==> config.mk <==
export PLATFORM = sky130hd
export DESIGN_NAME = acq_event_reader_async_flat
export DESIGN_NICKNAME = d
export VERILOG_FILES = /design/src/rtl/acq_event_reader_async_if.sv /design/src/rtl/acq_event_reader_async.sv /design/src/flat_wrapper.sv
export SDC_FILE = /design/constraint.sdc
export NUM_CORES = 1
export LEC_CHECK = 0
export CAP_MARGIN = 20
export CORE_AREA = 2 2 99 101
export DETAILED_ROUTE_END_ITERATION = 16
export DIE_AREA = 0 0 101 103
export PLACE_DENSITY = 0.79
export SETUP_SLACK_MARGIN = 0.05
export SLEW_MARGIN = 20
export SYNTH_ARGS = -nofsm -noshare
export SYNTH_HDL_FRONTEND = slang
export SYNTH_SLANG_ARGS = --single-unit
==> constraint.sdc <==
create_clock -name clk -period 2.1 [get_ports clk]
set_input_delay 0.42 -clock clk [delete_from_list [all_inputs] [get_ports clk]]
set_output_delay 0.42 -clock clk [all_outputs]
set_load 0.02 [all_outputs]
==> src/rtl/acq_event_reader_async_if.sv <==
// rtl/acq_event_reader_async_if.sv - FIFO read port and command-manager readout handshake bundle
interface acq_event_reader_async_if;
  logic        fifo_valid;
  logic [31:0] fifo_data;
  logic        fifo_ready;
  logic        readout_req;
  logic [2:0]  readout_trig_type;
  logic [23:0] readout_trig_num;
  logic        readout_ack;
  logic        readout_complete;
  logic        readout_done;

  // master: the event reader; slave: the FIFO / command manager / controller side
  modport master (
    input  fifo_valid, fifo_data, readout_ack, readout_complete,
    output fifo_ready, readout_req, readout_trig_type, readout_trig_num, readout_done
  );

  modport slave (
    output fifo_valid, fifo_data, readout_ack, readout_complete,
    input  fifo_ready, readout_req, readout_trig_type, readout_trig_num, readout_done
  );
endinterface

==> src/rtl/acq_event_reader_async.sv <==
// rtl/acq_event_reader_async.sv - acquisition event FIFO consumer driving one readout per popped word
// Optional readout watchdog enabled by ACQ_READOUT_TIMEOUT_EN.
module acq_event_reader_async #(
  parameter logic [31:0] TIMEOUT_CYCLES = 32'd40_000_000
) (
  input  logic                         clk,
  input  logic                         reset,
  acq_event_reader_async_if.master     bus,
  output logic                         seq_err,
  output logic                         fmt_err,
  output logic                         timeout_err,
  output logic [31:0]                  readout_count,
  output logic [4:0]                   state
);

  typedef enum logic [4:0] {
    IDLE          = 5'b00001,
    REQUEST       = 5'b00010,
    WAIT_COMPLETE = 5'b00100,
    DONE          = 5'b01000,
    DRAIN         = 5'b10000
  } state_t;

  state_t      state_q, state_d;
  logic        pop;
  logic        fmt_bad;
  logic        expire;
  logic [23:0] expected_num;
  logic        first_seen;

  assign state          = state_q;
  assign bus.fifo_ready = state_q[0];
  assign pop            = bus.fifo_valid & state_q[0];
  assign fmt_bad        = |bus.fifo_data[31:27];

`ifdef ACQ_READOUT_TIMEOUT_EN
  logic [31:0] wdog;

  assign expire = (state_q == WAIT_COMPLETE) && !bus.readout_complete &&
                  (wdog == TIMEOUT_CYCLES - 32'd1);

  // Counter is zero on the first WAIT_COMPLETE cycle since it idles at zero elsewhere.
  always_ff @(posedge clk) begin
    if (reset) begin
      wdog        <= 32'd0;
      timeout_err <= 1'b0;
    end else begin
      wdog <= (state_q == WAIT_COMPLETE) ? wdog + 32'd1 : 32'd0;
      if (expire) timeout_err <= 1'b1;
    end
  end
`else
  logic unused_timeout_cycles;

  assign unused_timeout_cycles = ^TIMEOUT_CYCLES;
  assign expire                = 1'b0;
  assign timeout_err           = 1'b0;
`endif

  always_comb begin
    state_d = state_q;
    case (state_q)
      IDLE:          if (pop && !fmt_bad) state_d = REQUEST;
      REQUEST:       if (bus.readout_ack) state_d = bus.readout_complete ? DONE : WAIT_COMPLETE;
      WAIT_COMPLETE: if (bus.readout_complete || expire) state_d = DONE;
      DONE:          state_d = IDLE;
      default:       state_d = IDLE;
    endcase
  end

  // req/done are registered from the next state so they line up with the state they belong to.
  always_ff @(posedge clk) begin
    if (reset) begin
      state_q               <= IDLE;
      bus.readout_req       <= 1'b0;
      bus.readout_done      <= 1'b0;
      bus.readout_trig_type <= 3'd0;
      bus.readout_trig_num  <= 24'd0;
      seq_err               <= 1'b0;
      fmt_err               <= 1'b0;
      readout_count         <= 32'd0;
      expected_num          <= 24'd0;
      first_seen            <= 1'b0;
    end else begin
      state_q          <= state_d;
      bus.readout_req  <= (state_d == REQUEST);
      bus.readout_done <= (state_d == DONE);
      if (state_d == DONE) readout_count <= readout_count + 32'd1;
      if (pop) begin
        if (fmt_bad) begin
          fmt_err <= 1'b1;
        end else begin
          bus.readout_trig_type <= bus.fifo_data[26:24];
          bus.readout_trig_num  <= bus.fifo_data[23:0];
          if (first_seen && (bus.fifo_data[23:0] != expected_num)) seq_err <= 1'b1;
          expected_num <= bus.fifo_data[23:0] + 24'd1;
          first_seen   <= 1'b1;
        end
      end
    end
  end

endmodule

==> src/flat_wrapper.sv <==
// flat-port wrapper written by rule: the top's interface ports become plain ports
module acq_event_reader_async_flat 
#(
  parameter logic [31:0] TIMEOUT_CYCLES = 32'd40_000_000
)
  (clk, reset, seq_err, fmt_err, timeout_err, readout_count, state, bus_fifo_valid, bus_fifo_data, bus_readout_ack, bus_readout_complete, bus_fifo_ready, bus_readout_req, bus_readout_trig_type, bus_readout_trig_num, bus_readout_done);
  acq_event_reader_async_if bus_i ();
  input  logic clk;
  input  logic reset;
  output logic seq_err;
  output logic fmt_err;
  output logic timeout_err;
  output logic [31:0] readout_count;
  output logic [4:0] state;
  input wire logic [$bits(bus_i.fifo_valid)-1:0] bus_fifo_valid;
  input wire logic [$bits(bus_i.fifo_data)-1:0] bus_fifo_data;
  input wire logic [$bits(bus_i.readout_ack)-1:0] bus_readout_ack;
  input wire logic [$bits(bus_i.readout_complete)-1:0] bus_readout_complete;
  output wire logic [$bits(bus_i.fifo_ready)-1:0] bus_fifo_ready;
  output wire logic [$bits(bus_i.readout_req)-1:0] bus_readout_req;
  output wire logic [$bits(bus_i.readout_trig_type)-1:0] bus_readout_trig_type;
  output wire logic [$bits(bus_i.readout_trig_num)-1:0] bus_readout_trig_num;
  output wire logic [$bits(bus_i.readout_done)-1:0] bus_readout_done;
  assign bus_i.fifo_valid = bus_fifo_valid;
  assign bus_i.fifo_data = bus_fifo_data;
  assign bus_i.readout_ack = bus_readout_ack;
  assign bus_i.readout_complete = bus_readout_complete;
  assign bus_fifo_ready = bus_i.fifo_ready;
  assign bus_readout_req = bus_i.readout_req;
  assign bus_readout_trig_type = bus_i.readout_trig_type;
  assign bus_readout_trig_num = bus_i.readout_trig_num;
  assign bus_readout_done = bus_i.readout_done;
  acq_event_reader_async #(.TIMEOUT_CYCLES(TIMEOUT_CYCLES)) u_core (.clk(clk), .reset(reset), .bus(bus_i), .seq_err(seq_err), .fmt_err(fmt_err), .timeout_err(timeout_err), .readout_count(readout_count), .state(state));
endmodule
Word level (Yosys, flattened, before mapping)

Index checks and enable logic that the tools add are counted.

Register bits: 93
Logic and storage cells: 32
Output and inout bits: 70

Add/subtract/negate cells: 2
Mux-type cells: 5
Bitwise gates (word level): 2
Reductions and logical operators: 7
Eq/ne operators: 6

Operators by type and width:

| operator                                       | count |
|---|---|
| adder 32 x 1 -> 32 bit (second input constant) | 1 |
| adder 24 x 1 -> 24 bit (second input constant) | 1 |
| inequality test 24 bit                         | 1 |
| 2-to-1 mux 5 bit                               | 3 |
| case mux 5 bit (3 select lines)                | 1 |
| == test 5 x 2 -> 1 bit (second input constant) | 2 |
| == test 5 x 1 -> 1 bit (second input constant) | 1 |
| == test 5 x 3 -> 1 bit (second input constant) | 1 |
| == test 5 x 4 -> 1 bit (second input constant) | 1 |
| OR reduction 5 bit                             | 1 |
| 2-to-1 mux 4 bit                               | 1 |
| AND reduction 2 bit                            | 2 |
| AND reduction 3 bit                            | 1 |
| logical AND 1 bit                              | 2 |
| AND 1 bit                                      | 1 |
| zero test 1 bit                                | 1 |
| NOT 1 bit                                      | 1 |

Logic depth before layout (Yosys ltp)

Word-level depth: 6
Gate-level depth with buffers: 7
Gate-level depth less buffers: 5

Worst setup path after synthesis

No wires, ideal clock.

Kind: reg2reg
Start point: register u_core.readout_count[3]
End point: register u_core.readout_count[24]
Data arrival time: 1.944 ns
Stages on the path, launching flop included: 7
Path slack: 0.036 ns
Clock period less this slack: 2.064 ns
Cell sequence: dfxtp_1 nand4_2 or3_1 buf_2 buf_2 nor4_1 mux2_2

Cells in the longest elaborated chain, start to end: 1

Ends and longest elaborated chain:

| element                | line                         | RTL |
|---|---|---|
| from (decl)            | acq_event_reader_async.sv:12 | `output logic [31:0] readout_count,` |
| from (signal assigned) | acq_event_reader_async.sv:88 | `if (state_d == DONE) readout_count <= readout_count + 32'd1;` |
| adder 32 x 1 -> 32 bit | acq_event_reader_async.sv:88 |  |

Every way passes these cells.
A chain may end at the register's enable or synchronous reset.

Final worst setup path

Start point: register u_core.readout_count[5]
End point: register u_core.readout_count[31]

The elaborated chain is that of the path after synthesis.

==> results.cfg <==
[routing]
dr.pass1.iters = 4
num_vias = 4557
vias_per_cell = 5.63
wirelength_mm = 11.8
drt.antenna.violating_nets = 0
drt_iter0_drc = 149
drc_errors = 0
wl_per_cell_microns = 14.6

[grt]
grt_pass1_vias = 4294
top_usage_layer = met2
grtUsageMet2_pct = 41.6
gr-usage-met1_pct = 27.5
antenna_found_initial = 0
grt_max_degree = 77
grt_usage_pct = 23.3
grt_pass1_wl_mm = 19.5
grt.overflow.total = 0
grtUsageMet3_pct = 3.86

[yosys]
synthFlopType = dfxtp_1
synth.avg_cell_area_sq_um = 8.32
yosys_warnings = 0
synth-seq-area-share_pct = 40.9
synth_cell_type_count = 50
synthArstFlopShare_pct = 0
synth-edff-count = 0
synth-seq-cells = 93
syn-instance-count = 547
synth_area_sq_um = 4550

[place]
io_buffers = 105
place_area_sq_um = 6090
gp_congestion = 0.885
dp.final_hpwl_mm = 8.54

[timing]
fin_skew_ns = 0.00778
setup_viol = 0
slew_viol_final = 0
fin_crit_ns = 2.02
worst_hold_slack_ns = 0.327
max_freq_ghz = 0.496
final-hold-violation-count = 0
grt_setup_unrepaired = yes
finalCritPeriodShare_pct = 96.1

[power_and_ir_drop]
p_leak_nw = 2.18
powerDensity_nw_per_um2 = 526
peakVddDrop_mv = 0.305

[critical_path]
crit_type = reg -> reg
r2r-start = u_core.readout_count[5]$_SDFFE_PP0N_
r2r_end = u_core.readout_count[31]$_SDFFE_PP0N_
reg2reg_slack_ns = 0.08
r2r_cells = 5
worst_setup_path_end_kind = flop
slowest_stage = or3_1
cp_cell_sequence = nand4_2 > or3_1 > buf_12 > nor4_1 > mux2_2
crit_path_start_kind = flop
critPathMaxFanout = 34
crit_path_max_incr_delay_ns = 0.44
worstPathRequired_ns = 2.36
cp.arrival_ns = 2.28

[flow_run]
maxCapViolations = 0

[finish]
drive_gt1_share_pct = 15.8
area_growth_pct = 38.9
design_area_sq_um = 6320
final_nets = 729
fillers = 764
antenna_cells = 0

[die]
placementRows = 36
boundaryPins = 107
die_h_microns = 103
initial_core_util_pct = 48.1
die_x_microns = 101
coreArea_sq_um = 9460
die_area_sq_um = 10400

[clocking]
cts_sinks = 93
cts_root_buf = clkbuf_8
ctsHoldBuffers = 0
cts.reportedPaths.clkPinSlew_ns = 0.09
cts_tree = built
insertion_delay_ns = 0.37
cts_buffer_depth = 2
cts_buffers = 9
h-tree-depth = 3

[hold_path]
min_path_type = in -> reg
hold_end = u_core.readout_count[0]$_SDFFE_PP0N_
min_from = reset
hold_path_depth = 2

[status]
status = finished, final reports clean
[cells by family (layout without fill, tap and decap cells)]
group,Yosys count,count (layout),share of synthesized area [%]
simple gates,237,237,27.9
compound gates,110,110,15.3
flops,93,93,40.9
buf+inv,54,201,5.09
xor+xnor,40,40,7.70
mux,10,10,2.42
fa+ha+maj,2,2,0.550
other cells,1,2,0.0824
[cells in the final DEF (no fill, tap or decap), types with 19 or more instances in the layout]
master	instances
a211oi_1	22
a21oi_1	49
buf_4	66
clkdlybuf4s50_1	104
dfxtp_1	90
nand2_1	65
nor2_1	47
nor4_1	19
xnor2_1	23
[flip-flops by register name (all words and copies together), names as in the netlist]
name / count
u_core.seq_err: 1
u_core.fmt_err: 1
u_core.first_seen: 1
u_core.bus.readout_done: 1
u_core.readout_count: 32
u_core.expected_num: 24
u_core.state: 5
u_core.bus.readout_trig_type: 3
u_core.bus.readout_trig_num: 24
u_core.bus.readout_req: 1
[report_power, final]
part	leakage (nW)	switching [mW]	internal, mW
Clock	0.0959	0.650	0.586
Sequential	0.752	0.00808	1.77
Combinational	1.33	0.146	0.156
Total	2.18	0.805	2.52
[metrics by stage]
stage	worst slack (ns)	total power [mW]	setup TNS, ns	utilization [%]	cells
floorplan	0.0512	1.95	0	-	548
global placement	-0.226	2.12	-4.63	64.4	791
detailed placement	-0.330	2.12	-7.79	64.4	791
CTS	0.0765	3.35	0	66.5	807
global route	0.0159	3.45	0	66.8	809
finish	0.0827	3.32	0	66.8	809
[synth_stat cells, types with 9 or more instances]
cell type	n	area, sq um
a211oi_1	22	165
a21oi_1	49	245
and4_1	9	78.8
buf_2	10	50.1
clkbuf_1	29	109
dfxtp_1	93	1860
inv_1	11	41.3
nand2_1	65	244
nand3_1	15	75.1
nand4_1	17	106
nor2_1	47	176
nor2b_1	9	56.3
nor3_1	9	45.0
nor4_1	20	125
o31ai_1	14	105
or4_1	15	113
xnor2_1	23	201
xor2_1	17	149
[cell type report]
class / instances / area (sq um) / share of cell area, %
Inverter: 11 / 41.3 / 0.653
Timing Repair Buffer: 174 / 1600 / 25.3
Tap cell: 114 / 143 / 2.26
Multi-Input combinational cell: 401 / 2470 / 39.0
Sequential cell: 93 / 1870 / 29.5
Clock inverter: 5 / 58.8 / 0.931
Clock buffer: 11 / 141 / 2.24
[how the worst max path moves through the flow]
stage | startpoint | to | slack (ns) | depth (start not counted)
floorplan | u_core.readout_count[4]$_SDFFE_PP0N_ | u_core.readout_count[24]$_SDFFE_PP0N_ | 0.05 | 6
global placement | bus_readout_ack | u_core.readout_count[14]$_SDFFE_PP0N_ | -0.23 | 6
detailed placement | bus_readout_ack | u_core.readout_count[31]$_SDFFE_PP0N_ | -0.33 | 5
CTS | bus_readout_ack | u_core.readout_count[31]$_SDFFE_PP0N_ | 0.08 | 5
global route | u_core.readout_count[3]$_SDFFE_PP0N_ | u_core.readout_count[23]$_SDFFE_PP0N_ | 0.02 | 5
finish | u_core.readout_count[5]$_SDFFE_PP0N_ | u_core.readout_count[31]$_SDFFE_PP0N_ | 0.08 | 5
[critical path: cells and delay by family (launching register included)]
| kind | cells | cell delay [ns] |
|---|---|---|
| and+or+nand+nor | 3 | 0.94 |
| muxes | 1 | 0.37 |
| DFF | 1 | 0.41 |
| buffers and inverters | 1 | 0.18 |
[repair_timing]
| action | CTS | global route |
|---|---|---|
| endpoints found under the setup margin | 0 | 15 |
| setup buffers | 0 | 2 |
| resized for setup | 0 | 4 |
[metal layers]
| metal | routed length [microns] | part of all wire [%] |
|---|---|---|
| met5 | 0 | 0 |
| met4 | 256 | 2.2 |
| met3 | 466 | 3.9 |
| met2 | 6010 | 51 |
| met1 | 5100 | 43 |
Power figures use the tool's default switching activity.
==> RTL change, RTL diff (same flow settings) <==
Put one more register stage on the output `readout_count`, with the module's reset. The value now appears one clock later. The other outputs are not delayed to match.
--- a/src/rtl/acq_event_reader_async.sv
+++ b/src/rtl/acq_event_reader_async.sv
@@ -20,6 +20,8 @@
     DONE          = 5'b01000,
     DRAIN         = 5'b10000
   } state_t;
+
+  logic [31:0] readout_count_s0;
 
   state_t      state_q, state_d;
   logic        pop;
@@ -78,14 +80,14 @@
       bus.readout_trig_num  <= 24'd0;
       seq_err               <= 1'b0;
       fmt_err               <= 1'b0;
-      readout_count         <= 32'd0;
+      readout_count_s0      <= 32'd0;
       expected_num          <= 24'd0;
       first_seen            <= 1'b0;
     end else begin
       state_q          <= state_d;
       bus.readout_req  <= (state_d == REQUEST);
       bus.readout_done <= (state_d == DONE);
-      if (state_d == DONE) readout_count <= readout_count + 32'd1;
+      if (state_d == DONE) readout_count_s0 <= readout_count_s0 + 32'd1;
       if (pop) begin
         if (fmt_bad) begin
           fmt_err <= 1'b1;
@@ -100,5 +102,13 @@
     end
   end
 
+  always_ff @(posedge clk) begin
+    if (reset) begin
+      readout_count <= '0;
+    end else begin
+      readout_count <= readout_count_s0;
+    end
+  end
+
 endmodule
 
Function: changed (Yosys sat finds a counterexample within 4 cycles, from zero or initial values and one cycle with reset high).
==> RTL change against the original RTL <==
Clock skew is 0.00080 ns higher. Count of clock-buffer cells in the layout is 9 higher. Cell area is 18% higher. Worst setup slack better by 0.069 ns. Synthesized cell count is 9.5% higher. First-iteration DRC count is 100% higher. Wire length is 16% higher. Area after synthesis is 18% higher. Power is 64% higher. Sequential cell count is 32 higher.
==> RTL change: results (changes against the original RTL) <==
stage,metric,value,unit,change
route,top_layer,met4,,unchanged
route,viasPerCell,5.708,,was 5.633
clock_network,insertion_delay,0.53,ns,was 0.37 ns
sta,max_slew_margin,54.33,%,
clock_network,cts_buffers,17,,was 9
logic_synthesis,synth_warnings,0,,unchanged
final_layout,top_regs,"u_core.readout_count: 32 flops, u_core.readout_count_s0: 32 flops",,"was u_core.readout_count: 32 flops, u_core.bus.readout_trig_num: 24 flops, u_core.expected_num: 24 flops"
global_route,grt_pass1_vias,4783,,was 4294
route,postRouteWirelength,13.73,mm,was 11.83 mm
logic_synthesis,synth_cells,599,,was 547
logic_synthesis,synth_common_cells,"dfxtp_1 (125), nand2_1 (71), nor2_1 (45)",,"was dfxtp_1 (93), nand2_1 (65), a21oi_1 (49)"
clock_network,root_buffer,clkbuf_8,,unchanged
worst_setup_path,max_stage_delay,0.62,ns,was 0.44 ns
route,wl_met3,996,um,was 466 um
worst_setup_path,rrSetupSlack,0.15,ns,was 0.08 ns
route,wl_met1,5.843,mm,was 5.098 mm
power,cellLeakagePower,2.681,nW,was 2.182 nW
global_route,antenna_found_initial,0,,unchanged
worst_setup_path,crit_family,buffers and inverters,,was simple AND/OR/NAND/NOR gates
placed_design,dp_hpwl,9.415,mm,was 8.538 mm
final_layout,nets,786,,was 729
final_layout,layout-drive-gt1-share,16.71,%,was 15.83%
global_route,grt_max_degree,69,,was 77
placed_design,dpl_cell_area,0.006868,mm2,was 0.006095 mm2
placed_design,dp_cells,841,,was 791
worst_setup_path,critPathArrivalTime,1.53,ns,was 2.28 ns
final_layout,num_antenna_cells,0,,unchanged
sta,skew,0.008576,ns,was 0.007781 ns
outcome,status,"complete, no violations",,unchanged
clock_network,clk_pin_slew,0.06,ns,was 0.09 ns
logic_synthesis,synth_top_cells_by_area,"dfxtp_1 (47%), nand2_1 (5.0%), a21oi_1 (4.1%)",,"was dfxtp_1 (41%), a21oi_1 (5.4%), nand2_1 (5.4%)"
worst_setup_path,path_max_fanout,4,,was 34
clock_network,htreeDepth,4,,was 3
logic_synthesis,async_flop_share,0,%,unchanged
placed_design,io_buffers,105,,unchanged
route,dr.pass1.iters,4,,unchanged
power,ir_drop,607.5,uV,was 305.4 uV
route,wl_met2,6.546,mm,was 6.009 mm
route,vias,4989,,was 4557
min_path,min_path_type,in -> reg,,unchanged
global_route,grt_pass1_wl,22.37,mm,was 19.47 mm
route,drt_iter0_markers,303,,was 149
global_route,gr-usage-all-layers,27.47,%,was 23.33%
placed_design,place.gp.congestion,0.8417,,was 0.8854
route,ant_nets,0,,unchanged
logic_synthesis,ys_seq_area_share,46.58,%,was 40.92%
worst_setup_path,critPathSlowestCell,clkdlybuf4s50_1,,was or3_1
clock_network,cts_buffer_depth,2,,unchanged
final_layout,fin_area,0.007450,mm2,was 0.006319 mm2
logic_synthesis,ys_types,53,,was 50
RTL change: changes by cell type after synthesis, sizes merged, moves of 6 or more:
cell	unedited run	this run
xnor2	23	17
nor2b	9	28
dfxtp	93	125
o31ai	14	5
or3	8	15
nor3	11	17
or4	15	6
nand2	65	71
o31a	0	6
RTL change: logic make-up (layout without fill, tap and decap cells):
| family | count (synthesis) | after routing | synth area share [%] |
|---|---|---|---|
| other cells | 1 | 2 | 0.06980 |
| buf+inv | 51 | 211 | 5.240 |
| flops | 125 | 125 | 46.58 |
| mux | 11 | 11 | 2.282 |
| simple gates | 264 | 264 | 26.43 |
| fa+ha+maj | 2 | 2 | 0.4657 |
| xor+xnor | 39 | 39 | 6.358 |
| compound gates | 106 | 106 | 12.58 |
RTL change: repair_timing:
action	in CTS	in global routing
setup endpoints to repair	7	13
pin swaps	0	1
resized for setup	3	5
setup buffers	0	1
RTL change: per-stage QoR:
| step | power [mW] | setup TNS (ns) | hold WS [ns] | setup WS (ns) | util (%) |
|---|---|---|---|---|---|
| 6_report | 5.447 | 0 | 0.4149 | 0.1521 | 78.76 |
| 3_5_place_dp | 2.761 | -8.352 | 0.4478 | -0.3267 | 72.61 |
| 2_1_floorplan | 2.593 | 0 | 0.4407 | 0.07779 | - |
| 5_1_grt | 5.605 | 0 | 0.4283 | 0.05122 | 78.76 |
| 4_1_cts | 5.461 | 0 | 0.3905 | 0.05816 | 78.53 |
| 3_3_place_gp | 2.754 | -7.652 | 0.4435 | -0.2973 | 72.61 |
RTL change: cell type report:
type | count | area [um2]
Multi-Input combinational cell | 424 | 2605
Sequential cell | 125 | 2505
Fill cell | 618 | 2009
Timing Repair Buffer | 171 | 1609
Clock buffer | 20 | 445.4
Tap cell | 114 | 142.6
Clock inverter | 12 | 112.6
Inverter | 8 | 30.03
RTL change: path summary, 6_finish.rpt:
path         cells after the start                             from                              end
max                              1                  u_core.state[4]                         state[4]
min                              2                            reset          u_core.readout_count[2]
min reg2reg                      2  u_core.bus.readout_trig_num[22]  u_core.bus.readout_trig_num[22]
max reg2reg                      5       u_core.readout_count_s0[5]      u_core.readout_count_s0[25]
RTL change: per-layer routing:
metal	global-route usage [%]	up-vias
met5	0	-
met4	12.06	0
met3	9.085	32
met2	44.97	178
met1	33.22	2357
li1	-	2422
RTL change: report_power, final:
group / leakage (nW) / switching, mW / internal, mW / total (mW)
Clock: 0.272 / 1.10 / 1.64 / 2.73
Sequential: 1.01 / 0.00814 / 2.38 / 2.39
Combinational: 1.40 / 0.163 / 0.158 / 0.321
